===== src/rtl/mem_pkg.sv =====
// Shared sizing for the packet memory: block index width and block word width.
package mem_pkg;

    localparam int unsigned ADDR_W     = 8;
    localparam int unsigned BLOCK_BITS = 64;

endpackage


===== src/rtl/memory_read_ctrl_if.sv =====
// Handshake bundle between the frame read controller and its neighbours.
//   start_*    : frame descriptor queue (valid/ready)
//   mem_*      : memory read request / grant / read data
//   fl_free_*  : block return to the free list (req/gnt)
//   data_*     : byte stream to the tx MAC (valid/ready, sof/eof)
// slave  : controller side, master : environment side.
interface memory_read_ctrl_if #(
    parameter int unsigned ADDR_W     = mem_pkg::ADDR_W,
    parameter int unsigned BLOCK_BITS = mem_pkg::BLOCK_BITS
);

    logic [ADDR_W-1:0]     start_addr_i;
    logic                  start_valid_i;
    logic                  start_ready_o;

    logic                  mem_re_o;
    logic [ADDR_W-1:0]     mem_addr_o;
    logic                  mem_gnt_i;
    logic [BLOCK_BITS-1:0] mem_rdata_i;

    logic                  fl_free_req_o;
    logic [ADDR_W-1:0]     fl_free_block_idx_o;
    logic                  fl_free_gnt_i;

    logic [7:0]            data_o;
    logic                  data_valid_o;
    logic                  data_ready_i;
    logic                  data_sof_o;
    logic                  data_eof_o;

    modport slave (
        input  start_addr_i, start_valid_i, mem_gnt_i, mem_rdata_i,
               fl_free_gnt_i, data_ready_i,
        output start_ready_o, mem_re_o, mem_addr_o, fl_free_req_o,
               fl_free_block_idx_o, data_o, data_valid_o, data_sof_o, data_eof_o
    );

    modport master (
        output start_addr_i, start_valid_i, mem_gnt_i, mem_rdata_i,
               fl_free_gnt_i, data_ready_i,
        input  start_ready_o, mem_re_o, mem_addr_o, fl_free_req_o,
               fl_free_block_idx_o, data_o, data_valid_o, data_sof_o, data_eof_o
    );

endinterface


===== src/rtl/memory_read_ctrl.sv =====
// Frame read controller: walks a linked list of memory blocks starting at a
// queued block index, streams each block's payload bytes to the tx MAC and
// returns every block to the free list once its last byte has been taken.
// Ports:
//   clk  : clock, rising edge
//   rst  : asynchronous active-high reset
//   bus  : memory_read_ctrl_if.slave (descriptor, memory read, free list,
//          byte stream handshakes)
// Block word: [ADDR_W-1:0] next index, [ADDR_W] last flag,
//             [ADDR_W+1 +: CNT_W] byte count, payload byte k at [HDR_W+8k +: 8].
module memory_read_ctrl #(
    parameter int unsigned ADDR_W     = mem_pkg::ADDR_W,
    parameter int unsigned BLOCK_BITS = mem_pkg::BLOCK_BITS,
    parameter int unsigned CNT_W      = 8
) (
    input  logic              clk,
    input  logic              rst,
    memory_read_ctrl_if.slave bus
);

    localparam int unsigned HDR_W         = ADDR_W + 1 + CNT_W;
    localparam int unsigned PAYLOAD_BYTES = (BLOCK_BITS - HDR_W) / 8;

    typedef enum logic [2:0] {
        S_IDLE,
        S_RD_REQ,
        S_RD_WAIT,
        S_STREAM,
        S_FREE
    } state_t;

    // Byte count with N=0 promoted to one byte and oversize counts clamped.
    function automatic logic [CNT_W-1:0] eff_count(input logic [BLOCK_BITS-1:0] word);
        logic [CNT_W-1:0] n;
        n = word[ADDR_W+1 +: CNT_W];
        if (n == '0)
            eff_count = CNT_W'(1);
        else if (n > CNT_W'(PAYLOAD_BYTES))
            eff_count = CNT_W'(PAYLOAD_BYTES);
        else
            eff_count = n;
    endfunction

    function automatic logic [7:0] payload_byte(input logic [BLOCK_BITS-1:0] word,
                                                input logic [CNT_W-1:0]      idx);
        logic [BLOCK_BITS-1:0] sh;
        sh = word >> (HDR_W + 8 * int'(idx));
        payload_byte = sh[7:0];
    endfunction

    state_t                r_state;
    logic [ADDR_W-1:0]     r_cur_idx;
    logic [BLOCK_BITS-1:0] r_block;
    logic [CNT_W-1:0]      r_ptr;
    logic [CNT_W-1:0]      r_last_ptr;
    logic                  r_first;

    logic                  r_start_ready;
    logic                  r_mem_re;
    logic [ADDR_W-1:0]     r_mem_addr;
    logic                  r_fl_req;
    logic [ADDR_W-1:0]     r_fl_idx;
    logic [7:0]            r_data;
    logic                  r_data_valid;
    logic                  r_sof;
    logic                  r_eof;

    logic [ADDR_W-1:0]     w_blk_next;
    logic                  w_blk_last;
    logic [CNT_W-1:0]      w_ptr_nxt;
    logic [CNT_W-1:0]      w_rd_cnt;
    logic                  w_rd_last;

    assign w_blk_next = r_block[ADDR_W-1:0];
    assign w_blk_last = r_block[ADDR_W];
    assign w_ptr_nxt  = r_ptr + CNT_W'(1);
    assign w_rd_cnt   = eff_count(bus.mem_rdata_i);
    assign w_rd_last  = bus.mem_rdata_i[ADDR_W];

    // Control FSM; every output is a register updated on the transition into
    // the state that owns it, so outputs line up with the state they belong to.
    always_ff @(posedge clk or posedge rst) begin
        if (rst) begin
            r_state       <= S_IDLE;
            r_cur_idx     <= '0;
            r_block       <= '0;
            r_ptr         <= '0;
            r_last_ptr    <= '0;
            r_first       <= 1'b0;
            r_start_ready <= 1'b0;
            r_mem_re      <= 1'b0;
            r_mem_addr    <= '0;
            r_fl_req      <= 1'b0;
            r_fl_idx      <= '0;
            r_data        <= '0;
            r_data_valid  <= 1'b0;
            r_sof         <= 1'b0;
            r_eof         <= 1'b0;
        end else begin
            case (r_state)
                S_IDLE: begin
                    if (r_start_ready && bus.start_valid_i) begin
                        r_start_ready <= 1'b0;
                        r_cur_idx     <= bus.start_addr_i;
                        r_mem_re      <= 1'b1;
                        r_mem_addr    <= bus.start_addr_i;
                        r_first       <= 1'b1;
                        r_state       <= S_RD_REQ;
                    end else begin
                        r_start_ready <= 1'b1;
                    end
                end

                S_RD_REQ: begin
                    if (bus.mem_gnt_i) begin
                        r_mem_re <= 1'b0;
                        r_state  <= S_RD_WAIT;
                    end
                end

                // Read data arrives the cycle after the grant; byte 0 is
                // presented straight from it so streaming starts next cycle.
                S_RD_WAIT: begin
                    r_block      <= bus.mem_rdata_i;
                    r_ptr        <= '0;
                    r_last_ptr   <= w_rd_cnt - CNT_W'(1);
                    r_data       <= payload_byte(bus.mem_rdata_i, CNT_W'(0));
                    r_data_valid <= 1'b1;
                    r_sof        <= r_first;
                    r_eof        <= w_rd_last && (w_rd_cnt == CNT_W'(1));
                    r_first      <= 1'b0;
                    r_state      <= S_STREAM;
                end

                S_STREAM: begin
                    if (r_data_valid && bus.data_ready_i) begin
                        if (r_ptr == r_last_ptr) begin
                            r_data_valid <= 1'b0;
                            r_sof        <= 1'b0;
                            r_eof        <= 1'b0;
                            r_fl_req     <= 1'b1;
                            r_fl_idx     <= r_cur_idx;
                            r_state      <= S_FREE;
                        end else begin
                            r_ptr  <= w_ptr_nxt;
                            r_data <= payload_byte(r_block, w_ptr_nxt);
                            r_sof  <= 1'b0;
                            r_eof  <= w_blk_last && (w_ptr_nxt == r_last_ptr);
                        end
                    end
                end

                S_FREE: begin
                    if (bus.fl_free_gnt_i) begin
                        r_fl_req <= 1'b0;
                        if (w_blk_last) begin
                            r_start_ready <= 1'b1;
                            r_state       <= S_IDLE;
                        end else begin
                            r_cur_idx  <= w_blk_next;
                            r_mem_re   <= 1'b1;
                            r_mem_addr <= w_blk_next;
                            r_state    <= S_RD_REQ;
                        end
                    end
                end

                default: r_state <= S_IDLE;
            endcase
        end
    end

    assign bus.start_ready_o       = r_start_ready;
    assign bus.mem_re_o            = r_mem_re;
    assign bus.mem_addr_o          = r_mem_addr;
    assign bus.fl_free_req_o       = r_fl_req;
    assign bus.fl_free_block_idx_o = r_fl_idx;
    assign bus.data_o              = r_data;
    assign bus.data_valid_o        = r_data_valid;
    assign bus.data_sof_o          = r_sof;
    assign bus.data_eof_o          = r_eof;

endmodule

===== src/flat_wrapper.sv =====
// flat-port wrapper written by rule: the top's interface ports become plain ports
module memory_read_ctrl_flat 
#(
    parameter int unsigned ADDR_W     = mem_pkg::ADDR_W,
    parameter int unsigned BLOCK_BITS = mem_pkg::BLOCK_BITS,
    parameter int unsigned CNT_W      = 8
)
  (clk, rst, bus_start_addr_i, bus_start_valid_i, bus_mem_gnt_i, bus_mem_rdata_i, bus_fl_free_gnt_i, bus_data_ready_i, bus_start_ready_o, bus_mem_re_o, bus_mem_addr_o, bus_fl_free_req_o, bus_fl_free_block_idx_o, bus_data_o, bus_data_valid_o, bus_data_sof_o, bus_data_eof_o);
  memory_read_ctrl_if #(.ADDR_W(ADDR_W), .BLOCK_BITS(BLOCK_BITS)) bus_i ();
  input  logic clk;
  input  logic rst;
  input wire logic [$bits(bus_i.start_addr_i)-1:0] bus_start_addr_i;
  input wire logic [$bits(bus_i.start_valid_i)-1:0] bus_start_valid_i;
  input wire logic [$bits(bus_i.mem_gnt_i)-1:0] bus_mem_gnt_i;
  input wire logic [$bits(bus_i.mem_rdata_i)-1:0] bus_mem_rdata_i;
  input wire logic [$bits(bus_i.fl_free_gnt_i)-1:0] bus_fl_free_gnt_i;
  input wire logic [$bits(bus_i.data_ready_i)-1:0] bus_data_ready_i;
  output wire logic [$bits(bus_i.start_ready_o)-1:0] bus_start_ready_o;
  output wire logic [$bits(bus_i.mem_re_o)-1:0] bus_mem_re_o;
  output wire logic [$bits(bus_i.mem_addr_o)-1:0] bus_mem_addr_o;
  output wire logic [$bits(bus_i.fl_free_req_o)-1:0] bus_fl_free_req_o;
  output wire logic [$bits(bus_i.fl_free_block_idx_o)-1:0] bus_fl_free_block_idx_o;
  output wire logic [$bits(bus_i.data_o)-1:0] bus_data_o;
  output wire logic [$bits(bus_i.data_valid_o)-1:0] bus_data_valid_o;
  output wire logic [$bits(bus_i.data_sof_o)-1:0] bus_data_sof_o;
  output wire logic [$bits(bus_i.data_eof_o)-1:0] bus_data_eof_o;
  assign bus_i.start_addr_i = bus_start_addr_i;
  assign bus_i.start_valid_i = bus_start_valid_i;
  assign bus_i.mem_gnt_i = bus_mem_gnt_i;
  assign bus_i.mem_rdata_i = bus_mem_rdata_i;
  assign bus_i.fl_free_gnt_i = bus_fl_free_gnt_i;
  assign bus_i.data_ready_i = bus_data_ready_i;
  assign bus_start_ready_o = bus_i.start_ready_o;
  assign bus_mem_re_o = bus_i.mem_re_o;
  assign bus_mem_addr_o = bus_i.mem_addr_o;
  assign bus_fl_free_req_o = bus_i.fl_free_req_o;
  assign bus_fl_free_block_idx_o = bus_i.fl_free_block_idx_o;
  assign bus_data_o = bus_i.data_o;
  assign bus_data_valid_o = bus_i.data_valid_o;
  assign bus_data_sof_o = bus_i.data_sof_o;
  assign bus_data_eof_o = bus_i.data_eof_o;
  memory_read_ctrl #(.ADDR_W(ADDR_W), .BLOCK_BITS(BLOCK_BITS), .CNT_W(CNT_W)) u_core (.clk(clk), .rst(rst), .bus(bus_i));
endmodule

===== config.mk =====
export PLATFORM = sky130hd
export DESIGN_NAME = memory_read_ctrl_flat
export DESIGN_NICKNAME = d
export VERILOG_FILES = /design/src/rtl/mem_pkg.sv /design/src/rtl/memory_read_ctrl_if.sv /design/src/rtl/memory_read_ctrl.sv /design/src/flat_wrapper.sv
export SDC_FILE = /design/constraint.sdc
export NUM_CORES = 1
export LEC_CHECK = 0
export ABC_AREA = 1
export BUFFER_PORTS_ARGS = -buffer_cell sky130_fd_sc_hd__buf_4
export CAP_MARGIN = 20
export CORE_UTILIZATION = 40
export DETAILED_ROUTE_END_ITERATION = 10
export PLACE_DENSITY = 0.61
export REMOVE_ABC_BUFFERS = 1
export SETUP_SLACK_MARGIN = 0.1
export SYNTH_ARGS = -nofsm -noshare
export SYNTH_HDL_FRONTEND = slang
export SYNTH_SLANG_ARGS = --single-unit
export TNS_END_PERCENT = 50

===== constraint.sdc =====
create_clock -name clk -period 4.03 [get_ports clk]
set_input_delay 0.403 -clock clk [delete_from_list [all_inputs] [get_ports clk]]
set_output_delay 0.403 -clock clk [all_outputs]
set_load 0.03 [all_outputs]

==> summary.md, run 1 <==
| Metric | Value |
|---|---|
| Pwr per Cell Area | `781.0 nW/um2` |
| M3 GR Usage | `3.891%` |
| Postcts setup bufs | `0` |
| Setup tns final | `0 ps` |
| Depth of the most critical reg-to-reg path | `10` |
| Total power | `5.106 mW` |
| Worst path most repeated cell | `nand2_1` |
| Data required, critical path | `4300 ps` |
| Nets@finish | `899` |
| DP HPWL | `9.481 mm` |
| Global-route wire length before repair | `22.20 mm` |
| Syn. warnings | `0` |
| Count of final setup violators | `0` |
| Clk sinks | `106` |
| Final instance area | `6538 um2` |
| Vias per inst | `4.810` |
| R2r endpoint | `u_core.r_ptr[4]` |
| Fin cells | `995` |
| Initial DRT Pass Iterations | `5` |
| Initial Util | `41.55%` |
| Worst setup EP type | `flop` |
| Sequential share of power | `35.9%` |
| Total inserted antenna cells | `0` |
| Final Critical Period | `2565 ps` |
| Seq/Total Area, Yosys | `49.78%` |
| VDD IR-drop max | `0.0003453 V` |
| GRT overflow | `0` |
| Placed Area | `6245 um2` |
| Area grow syn2layout | `22.68%` |
| Root buffer cell | `clkbuf_16` |
| Io pins | `108` |
| Peak Freq | `389.9 MHz` |
| # H-tree levels | `3` |
| Internal | `2.819 mW` |
| Clk_skew | `4.713 ps` |
| Worst Hold Class | `in2reg` |
| Core footprint | `12820 um2` |
| Vias post-DR | `4786` |
| Die Wd | `117.4 um` |
| ANT nets after route | `0` |
| Final Hold Viols | `0` |
| Max clock buf depth | `2` |
| Met2 GRT Util | `33.36%` |
| Mapped cell area | `5329 um2` |
| GRT Util Overall | `20.31%` |
| Syn Inst Count | `723` |
| Tightest Pin Transition | `918.7 ps` |
| TritonCTS clock tree | `built` |
| Run status | `completed` |
| Hold path depth | `3` |
| Critical Path AT | `2840 ps` |
| DR iter-0 viols | `300` |
| FF+latch count, synth | `106` |
| Residual DRC | `0` |
| Chip height | `117.4 um` |
| Hold Buf Count CTS | `0` |
| Total wire length | `13.27 mm` |
| Layout cell share with drive strength beyond 1 | `18.59%` |
| CP max FO | `20` |
| WS Path Type | `reg2reg` |
| R2R setup slack | `1470 ps` |
| Largest net degree at the start of global routing | `76` |
| Clk_lat worst skew | `350 ps` |
| Met1 Track Usage GR | `25.99%` |
| Final Wtd Congestion | `0.8716` |
| Die area | `13790 um2` |
| Combinational power share | `46.9%` |
| CP max-delay cell | `dfrtp_1` |
| Initial antenna violation count | `0` |
| Post-cts sizing count | `0` |
| Syn Area/Cell | `7.370 um2` |
| Slew Limit Fails | `0` |
| Crit-path cells | `buf_4 -> inv_2 -> nand2_1 -> nand2_1 -> nor2_1 -> nand2_1 -> nor2_4 -> nor2_1 -> nand2_1 -> o22ai_1` |
| RSZ-0062 raised after global routing | `false` |
| Cts bufs inserted | `9` |
| Critical path's largest stage delay | `560 ps` |
| Hold endpoint | `u_core.r_block[47]` |
| Psw | `2.287 mW` |
| Min-delay src | `bus_mem_rdata_i[47]` |
| Part of the cycle the worst path needs | `63.65%` |
| Vias in the first global route | `4638` |
| Routed WL per cell | `13.34 um` |
| Static Leak | `3.441 nW` |
| Cell variety after synth | `33` |
| Clk slew on worst S/H paths | `70 ps` |
| Placed insts | `979` |
| Clock power frac | `17.3%` |
| Max-cap violations | `0` |
| Sw Share | `44.80%` |
| Rows | `41` |
| Grt peak-use layer | `met2` |
| CP startpoint kind | `flop` |
| Slew HR | `38.75%` |
| Port Buffer Count | `107` |
| Worst r2r src | `u_core.r_ptr[0]` |
[layout by cell type, fill, tap and decap left out, drive strengths merged]
cell type	instances
nand2	311
buf	111
dfrtp	106
nor2	83
inv	65
o21ai	54
nand3	36
a21oi	16
clkbuf	11
xor2	5
o22ai	4
nor3	3
ha	3
or2	2
o211ai	2
nand4	2
o2111ai	1
a22oi	1
nor4	1
a211oi	1
o21a	1
a21o	1
bufinv	1
clkinvlp	1
clkinv	1
[worst max-delay path, delay by kind of cell, from the launching register on]
kind	cells	cell delay [ps]
and+or+nand+nor	7	1090
DFF	1	560
buffers and inverters	2	590
AOI/OAI and AO/OA	1	210
[per-layer routing]
metal,vias up,share of wire (%)
met2,104,49
met1,2235,46
met4,0,1.9
li1,2428,-
met3,19,3.8
met5,-,0
[flip-flops by register name (all words and copies together) (netlist names)]
name / cells
u_core.bus.data_eof_o: 1
u_core.bus.data_o: 8
u_core.bus.data_sof_o: 1
u_core.bus.data_valid_o: 1
u_core.bus.fl_free_block_idx_o: 8
u_core.bus.fl_free_req_o: 1
u_core.bus.mem_addr_o: 8
u_core.bus.mem_re_o: 1
u_core.bus.start_ready_o: 1
u_core.r_block: 56
u_core.r_first: 1
u_core.r_last_ptr: 8
u_core.r_ptr: 8
u_core.r_state: 3
[kinds of logic (layout without fill, tap and decap cells)]
| logic type | after synthesis | count (layout) | share of synthesized area (%) |
|---|---|---|---|
| XOR/XNOR | 5 | 5 | 0.8218 |
| AO/OA/AOI/OAI | 81 | 81 | 8.641 |
| buffers and inverters | 90 | 190 | 6.974 |
| flip-flops | 106 | 106 | 49.78 |
| adder cells (fa/ha/maj) | 3 | 3 | 0.7045 |
| AND/OR/NAND/NOR | 438 | 438 | 33.08 |
[per-stage QoR]
stage | hold slack (ps) | utilization, % | setup WS (ps)
6_report | 238.6 | 50.98 | 1465
5_1_grt | 230.7 | 50.98 | 1248
4_1_cts | 227.6 | 50.98 | 1476
3_5_place_dp | 468.7 | 48.69 | 1533
3_3_place_gp | 461.8 | 48.69 | 1635
2_1_floorplan | 440.7 | - | 838.1
[cell type report]
class	instances	area, um2
Multi-Input combinational cell	527	2305
Sequential cell	106	2653
Timing Repair Buffer	111	833.3
Inverter	63	239.0
Clock buffer	11	232.7
Clock inverter	5	60.06
Fill cell	1283	6287
Tap cell	172	215.2
[power by group through the flow]
stage | clock (mW) | sequential [mW] | combinational, mW
floorplan | 0 | 2.04 | 1.42
global placement | 0 | 1.85 | 2.35
detailed placement | 0 | 1.85 | 2.40
CTS | 0.906 | 1.84 | 2.41
global route | 0.946 | 1.88 | 2.69
finish | 0.882 | 1.83 | 2.39
[worst max-delay path by stage]
stage | cells after the start | startpoint | to | slack, ps
floorplan | 1 | rst | u_core.bus.data_eof_o | 840
global route | 10 | u_core.r_ptr[0] | u_core.r_ptr[4] | 1250
global placement | 10 | u_core.r_ptr[0] | u_core.r_ptr[0] | 1630
CTS | 10 | u_core.r_ptr[0] | u_core.r_ptr[4] | 1480
detailed placement | 10 | u_core.r_ptr[0] | u_core.r_ptr[4] | 1530
finish | 10 | u_core.r_ptr[0] | u_core.r_ptr[4] | 1470
[synth_stat cells (all sizes together)]
library cell	n	area, um2
nand2	311	1192
dfrtp	106	2653
nor2	83	339.1
inv	63	236.5
o21ai	54	289.0
nand3	36	185.2
a21oi	16	80.08
clkbuf	14	55.05
buf	13	80.08
xor2	5	43.79
o22ai	4	25.02
ha	3	37.54
nor3	3	15.01
nand4	2	12.51
o211ai	2	15.01
or2	2	12.51
a211oi	1	20.02
a21o	1	7.510
a22oi	1	7.510
nor4	1	6.260
o2111ai	1	8.760
o21a	1	7.510
Power figures use the tool's default switching activity.
==> run 2: changes to the inputs <==
Clock period 4.03 ns to 2.6 ns, I/O delays scaled along.
==> summary.md, run 2 (synthesis gave the netlist of run 1 again) <==
| Metric | Value |
|---|---|
| Run status | `finished with violations (was completed)` |
| Failing checks | `hold timing` |
| CP max FO | `32 (was 20)` |
| Largest net degree at the start of global routing | `67 (was 76)` |
| Port Buffer Count | `107 (unchanged)` |
| WS Path Type | `reg2reg (unchanged)` |
| Vias post-DR | `4795 (was 4786)` |
| Routed WL per cell | `13.41 um (was 13.34 um)` |
| Clk slew on worst S/H paths | `70 ps (about the same)` |
| Most frequent cells in the layout | `nand2_1 (305), buf_4 (116), dfrtp_1 (106), nor2_1 (78), inv_1 (55) (was nand2_1 (305), buf_4 (111), dfrtp_1 (106), nor2_1 (78), inv_1 (55))` |
| Critical path's top delay family | `simple AND/OR/NAND/NOR gates (unchanged)` |
| Vias per inst | `4.790 (was 4.810)` |
| Clk_lat worst skew | `350 ps (about the same)` |
| DR iter-0 viols | `298 (was 300)` |
| Tightest Pin Transition | `704.8 ps (was 918.7 ps)` |
| CP max-delay cell | `nor2_1 (was dfrtp_1)` |
| Worst Hold Class | `in2async (was in2reg)` |
| Hold Buf Count CTS | `0 (unchanged)` |
| Crit-path cells | `buf_4 -> inv_2 -> nand2_1 -> nand2_1 -> nor2_1 -> nand2_1 -> nor2_4 -> nor2_1 -> nand2_1 -> o21ai_0 (was buf_4 -> inv_2 -> nand2_1 -> nand2_1 -> nor2_1 -> nand2_1 -> nor2_4 -> nor2_1 -> nand2_1 -> o22ai_1)` |
| TritonCTS clock tree | `built (unchanged)` |
| Critical Path AT | `2420 ps (was 2840 ps)` |
| Commonest non-fill, non-tap cell in the layout | `nand2_1 (unchanged)` |
| Post-cts sizing count | `0 (unchanged)` |
| Core footprint | `12820 um2 (unchanged)` |
| Die area | `13790 um2 (unchanged)` |
| Rows | `41 (unchanged)` |
| Global-route wire length before repair | `22.37 mm (was 22.20 mm)` |
| Initial antenna violation count | `0 (unchanged)` |
| Placement Setup Slack | `485.9 ps (was 1533 ps)` |
| VDD IR-drop max | `0.0004923 V (was 0.0003453 V)` |
| GRT Util Overall | `20.41% (was 20.31%)` |
| Total inserted antenna cells | `0 (unchanged)` |
| GRT overflow | `0 (unchanged)` |
| DP HPWL | `9.739 mm (was 9.481 mm)` |
| ANT nets after route | `0 (unchanged)` |
| Count of final setup violators | `0 (unchanged)` |
| Crit path buf inv count | `2 (unchanged)` |
| Worst setup EP type | `flop (unchanged)` |
| Area grow syn2layout | `23.78% (was 22.68%)` |
| Postcts setup bufs | `0 (unchanged)` |
| Nets@finish | `905 (was 899)` |
| Final worst slack | `453.3 ps (was 1465 ps)` |
| # H-tree levels | `3 (unchanged)` |
| Max-cap violations | `0 (unchanged)` |
| Reg with most FFs | `u_core.r_block (unchanged)` |
| Chip height | `117.4 um (unchanged)` |
| Initial Util | `41.55% (unchanged)` |
| Max clock buf depth | `2 (unchanged)` |
| Initial DRT Pass Iterations | `5 (unchanged)` |
| Clk sinks | `106 (unchanged)` |
| Worst path most repeated cell | `nand2_1 (unchanged)` |
| Clk_skew | `6.091 ps (was 4.713 ps)` |
| Die Wd | `117.4 um (unchanged)` |
| Critical path's largest stage delay | `510 ps (was 560 ps)` |
| Static Leak | `3.478 nW (was 3.441 nW)` |
| Final Critical Period | `2147 ps (was 2565 ps)` |
| Slew Limit Fails | `0 (unchanged)` |
| Cts bufs inserted | `9 (unchanged)` |
| Layout cell share with drive strength beyond 1 | `19.42% (was 18.59%)` |
| Final Wtd Congestion | `0.8323 (was 0.8716)` |
| Io pins | `108 (unchanged)` |
| Max reg flops | `56 (unchanged)` |
| CP startpoint kind | `flop (unchanged)` |
| Vias in the first global route | `4712 (was 4638)` |
| Residual DRC | `0 (unchanged)` |
| Pwr per Cell Area | `1209 nW/um2 (was 781.0 nW/um2)` |
| Final Hold Viols | `4 (was 0)` |
| Peak Freq | `465.8 MHz (was 389.9 MHz)` |
| Root buffer cell | `clkbuf_16 (unchanged)` |
| Hold slack | `-7.261 ps (was 238.6 ps)` |
| Total wire length | `13.43 mm (was 13.27 mm)` |
| RSZ-0062 raised after global routing | `false (unchanged)` |
| Slew HR | `52.86% (was 38.75%)` |
| Fill count | `1296 (was 1283)` |
| Part of the cycle the worst path needs | `82.56% (was 63.65%)` |
| Total power | `7.974 mW (was 5.106 mW)` |
| Data required, critical path | `2870 ps (was 4300 ps)` |
run 2: cell count changes in the layout (fill, tap and decap cells not counted), sizes merged:
cell | previous run | this run
buf | 111 | 117
bufinv | 1 | 0
clkbuf | 11 | 10
inv | 65 | 67
run 2: routing by layer:
metal	part of all wire [%]	vias up	global-route usage [%]
met3	4.1	20	4.621
met5	0	-	0
met2	50	92	34.99
met4	1.8	0	5.844
met1	44	2240	25.61
li1	-	2443	-
run 2: area by class of cell:
cell class	count	area, um2	share of cell area [%]
Timing Repair Buffer	117	890.9	13.51
Tap cell	172	215.2	3.263
Multi-Input combinational cell	527	2305	34.94
Clock inverter	6	55.05	0.8346
Clock buffer	10	239.0	3.623
Sequential cell	106	2653	40.21
Inverter	63	239.0	3.623
run 2: report_power, final:
part           switching, mW  internal, mW  leakage [nW]
clock network          0.646         0.698         0.145
registers              0.447          2.37          1.31
logic                   2.52          1.29          2.03
run 2: worst paths after layout:
kind                                     start  cells after the start            endpoint  slack, ps
max reg2reg                    u_core.r_ptr[0]                     10     u_core.r_ptr[0]        450
max                            u_core.r_ptr[0]                     10     u_core.r_ptr[0]        450
max in group asynchronous                  rst                      3  u_core.r_block[30]       1780
min                                        rst                      2   u_core.r_block[0]         -7
min in group clk           bus_mem_rdata_i[63]                      3  u_core.r_block[63]        100
min reg2reg                 u_core.r_block[29]                      2  u_core.r_block[29]        480
run 2: stage by stage:
step | area [um2] | cells | hold slack [ps] | setup TNS, ps | util [%]
after floorplan | 5194 | 696 | 369.6 | -58580 | -
after global placement | 6302 | 985 | 395.5 | 0 | 49.14
after detailed placement | 6302 | 985 | 401.5 | 0 | 49.14
after CTS | 6596 | 1001 | 13.37 | 0 | 51.43
after global routing | 6596 | 1001 | 45.36 | 0 | 51.43
final | 6596 | 1001 | -7.261 | 0 | 51.43
==> run 3: changes to the inputs <==
Clock period 2.6 ns to 2 ns, I/O delays scaled along.
==> summary.md, run 3 (synthesis gave the netlist of run 1 again) <==
| Metric | Value |
|---|---|
| Layout cell share with drive strength beyond 1 | `21.22% (was 19.42%)` |
| Core footprint | `12820 um2 (unchanged)` |
| Initial DRT Pass Iterations | `4 (was 5)` |
| Slew HR | `61.94% (was 52.86%)` |
| # H-tree levels | `3 (unchanged)` |
| Clock power frac | `17.7% (was 16.9%)` |
| RSZ-0062 raised after global routing | `false (unchanged)` |
| Worst setup EP type | `flop (unchanged)` |
| Chip height | `117.4 um (unchanged)` |
| TritonCTS clock tree | `built (unchanged)` |
| Critical Path AT | `2050 ps (was 2420 ps)` |
| CP startpoint kind | `flop (unchanged)` |
| Worst r2r src | `u_core.r_ptr[1] (was u_core.r_ptr[0])` |
| Area grow syn2layout | `26.95% (was 23.78%)` |
| VDD IR-drop max | `0.0006002 V (was 0.0004923 V)` |
| Clk_skew | `6.692 ps (was 6.091 ps)` |
| CP max FO | `8 (was 32)` |
| Pwr per Cell Area | `1607 nW/um2 (was 1209 nW/um2)` |
| Final Hold Viols | `39 (was 4)` |
| DP HPWL | `9.550 mm (was 9.739 mm)` |
| Initial Util | `41.55% (unchanged)` |
| Failing checks | `hold timing (unchanged)` |
| Run status | `finished with violations (unchanged)` |
| DR iter-0 viols | `343 (was 298)` |
| Max reg flops | `56 (unchanged)` |
| Final Critical Period | `1810 ps (was 2147 ps)` |
| Port Buffer Count | `107 (unchanged)` |
| Vias per inst | `4.765 (was 4.790)` |
| Worst Setup SP | `u_core.r_ptr[1] (was u_core.r_ptr[0])` |
| ANT nets after route | `0 (unchanged)` |
| Global-route wire length before repair | `22.89 mm (was 22.37 mm)` |
| WS Path Type | `reg2reg (unchanged)` |
| Critical path's top delay family | `simple AND/OR/NAND/NOR gates (unchanged)` |
| Total inserted antenna cells | `0 (unchanged)` |
| Clk_lat worst skew | `350 ps (about the same)` |
| Hold slack | `-28.86 ps (was -7.261 ps)` |
| Sequential share of power | `33.6% (was 35.3%)` |
| Crit path buf inv count | `1 (was 2)` |
| Internal | `6.100 mW (was 4.360 mW)` |
| Slew Limit Fails | `0 (unchanged)` |
| Io pins | `108 (unchanged)` |
| Part of the cycle the worst path needs | `90.51% (was 82.56%)` |
| Peak Freq | `552.4 MHz (was 465.8 MHz)` |
| Die area | `13790 um2 (unchanged)` |
| Fill count | `1250 (was 1296)` |
| Nets@finish | `916 (was 905)` |
| Max-cap violations | `0 (unchanged)` |
| Combinational power share | `48.8% (was 47.8%)` |
| Max clock buf depth | `2 (unchanged)` |
| Worst Hold Class | `in2async (unchanged)` |
| Vias in the first global route | `4731 (was 4712)` |
| Count of final setup violators | `0 (unchanged)` |
| Die Wd | `117.4 um (unchanged)` |
| Rows | `41 (unchanged)` |
| Reg with most FFs | `u_core.r_block (unchanged)` |
| Tightest Pin Transition | `570.9 ps (was 704.8 ps)` |
| Total wire length | `13.60 mm (was 13.43 mm)` |
| GRT Util Overall | `20.83% (was 20.41%)` |
| Initial antenna violation count | `0 (unchanged)` |
| Root buffer cell | `clkbuf_16 (unchanged)` |
| Routed WL per cell | `13.46 um (was 13.41 um)` |
| Data required, critical path | `2240 ps (was 2870 ps)` |
| Static Leak | `3.528 nW (was 3.478 nW)` |
| GRT overflow | `0 (unchanged)` |
| Critical path's largest stage delay | `420 ps (was 510 ps)` |
| Largest net degree at the start of global routing | `107 (was 67)` |
| Setup tns final | `0 ps (unchanged)` |
| Cts bufs inserted | `9 (unchanged)` |
| CP max-delay cell | `dfrtp_1 (was nor2_1)` |
| Crit-path cells | `buf_4 -> nand3_1 -> nor2_1 -> xor2_1 -> nor2_1 -> nand2_2 -> nor2_1 -> nor2_1 -> nor2_1 (was buf_4 -> inv_2 -> nand2_1 -> nand2_1 -> nor2_1 -> nand2_1 -> nor2_4 -> nor2_1 -> nand2_1 -> o21ai_0)` |
| Most frequent cells in the layout | `nand2_1 (304), buf_4 (126), dfrtp_1 (103), nor2_1 (76), inv_1 (54) (was nand2_1 (305), buf_4 (116), dfrtp_1 (106), nor2_1 (78), inv_1 (55))` |
| Vias post-DR | `4817 (was 4795)` |
| Residual DRC | `0 (unchanged)` |
| Worst path most repeated cell | `nor2_1 (was nand2_1)` |
| Psw | `4.773 mW (was 3.614 mW)` |
| Clk slew on worst S/H paths | `70 ps (about the same)` |
| Clk sinks | `106 (unchanged)` |
| Commonest non-fill, non-tap cell in the layout | `nand2_1 (unchanged)` |
| Final Wtd Congestion | `0.8750 (was 0.8323)` |
| Sw Share | `43.90% (was 45.32%)` |
-- run 3: final cells by class --
class	count	area [um2]	area share (%)
clock inverters	5	87.58	1.295
multi-input cells	527	2346	34.68
inverters	63	245.2	3.625
clock buffers	10	229.0	3.385
repair buffers	128	985.9	14.57
well taps	172	215.2	3.181
flip-flops and latches	106	2656	39.26
-- run 3: final timing paths --
check	to	slack [ps]	depth (start not counted)
worst max-delay path	u_core.bus.data_o[7]	190	9
min in group clk	u_core.r_block[38]	40	3
worst min-delay path	u_core.r_block[0]	-30	3
worst min register to register	u_core.r_block[19]	480	2
max in group asynchronous	u_core.r_ptr[3]	1570	3
worst max register to register	u_core.bus.data_o[7]	190	9
-- run 3: worst min-delay path: stages --
cell,delay [ps]
buf_4,120
inv_4,50
buf_12,420
-- run 3: per-stage QoR --
stage | util (%) | worst slack (ps) | total power, mW | cell area (um2) | std cells
global route | 52.75 | 79.86 | 11.79 | 6765 | 1011
finish | 52.75 | 189.9 | 10.87 | 6765 | 1011
global placement | 49.59 | 183.3 | 8.653 | 6360 | 991
detailed placement | 49.59 | 169.9 | 8.767 | 6360 | 991
floorplan | - | -988.9 | 6.962 | 5194 | 696
CTS | 52.06 | 151.5 | 10.73 | 6676 | 1006
-- run 3: power groups by stage --
stage	clock network (mW)	registers [mW]	logic (mW)
CTS	1.98	3.64	5.11
finish	1.92	3.65	5.30
floorplan	0	4.11	2.85
global placement	0	3.66	4.99
detailed placement	0	3.67	5.09
global route	2.05	3.76	5.98
-- run 3: timing repair --
action,CTS,global route
hold buffers,0,0
setup endpoints to repair,0,18
setup buffers,0,5
gates resized for setup,0,15
-- run 3: routing by layer --
layer	vias up	share of wire [%]	track usage [%]
li1	2457	-	-
met1	2228	44	27.19
met2	113	50	34.58
met3	19	4.4	4.621
met4	0	1.8	5.925
met5	-	0	0
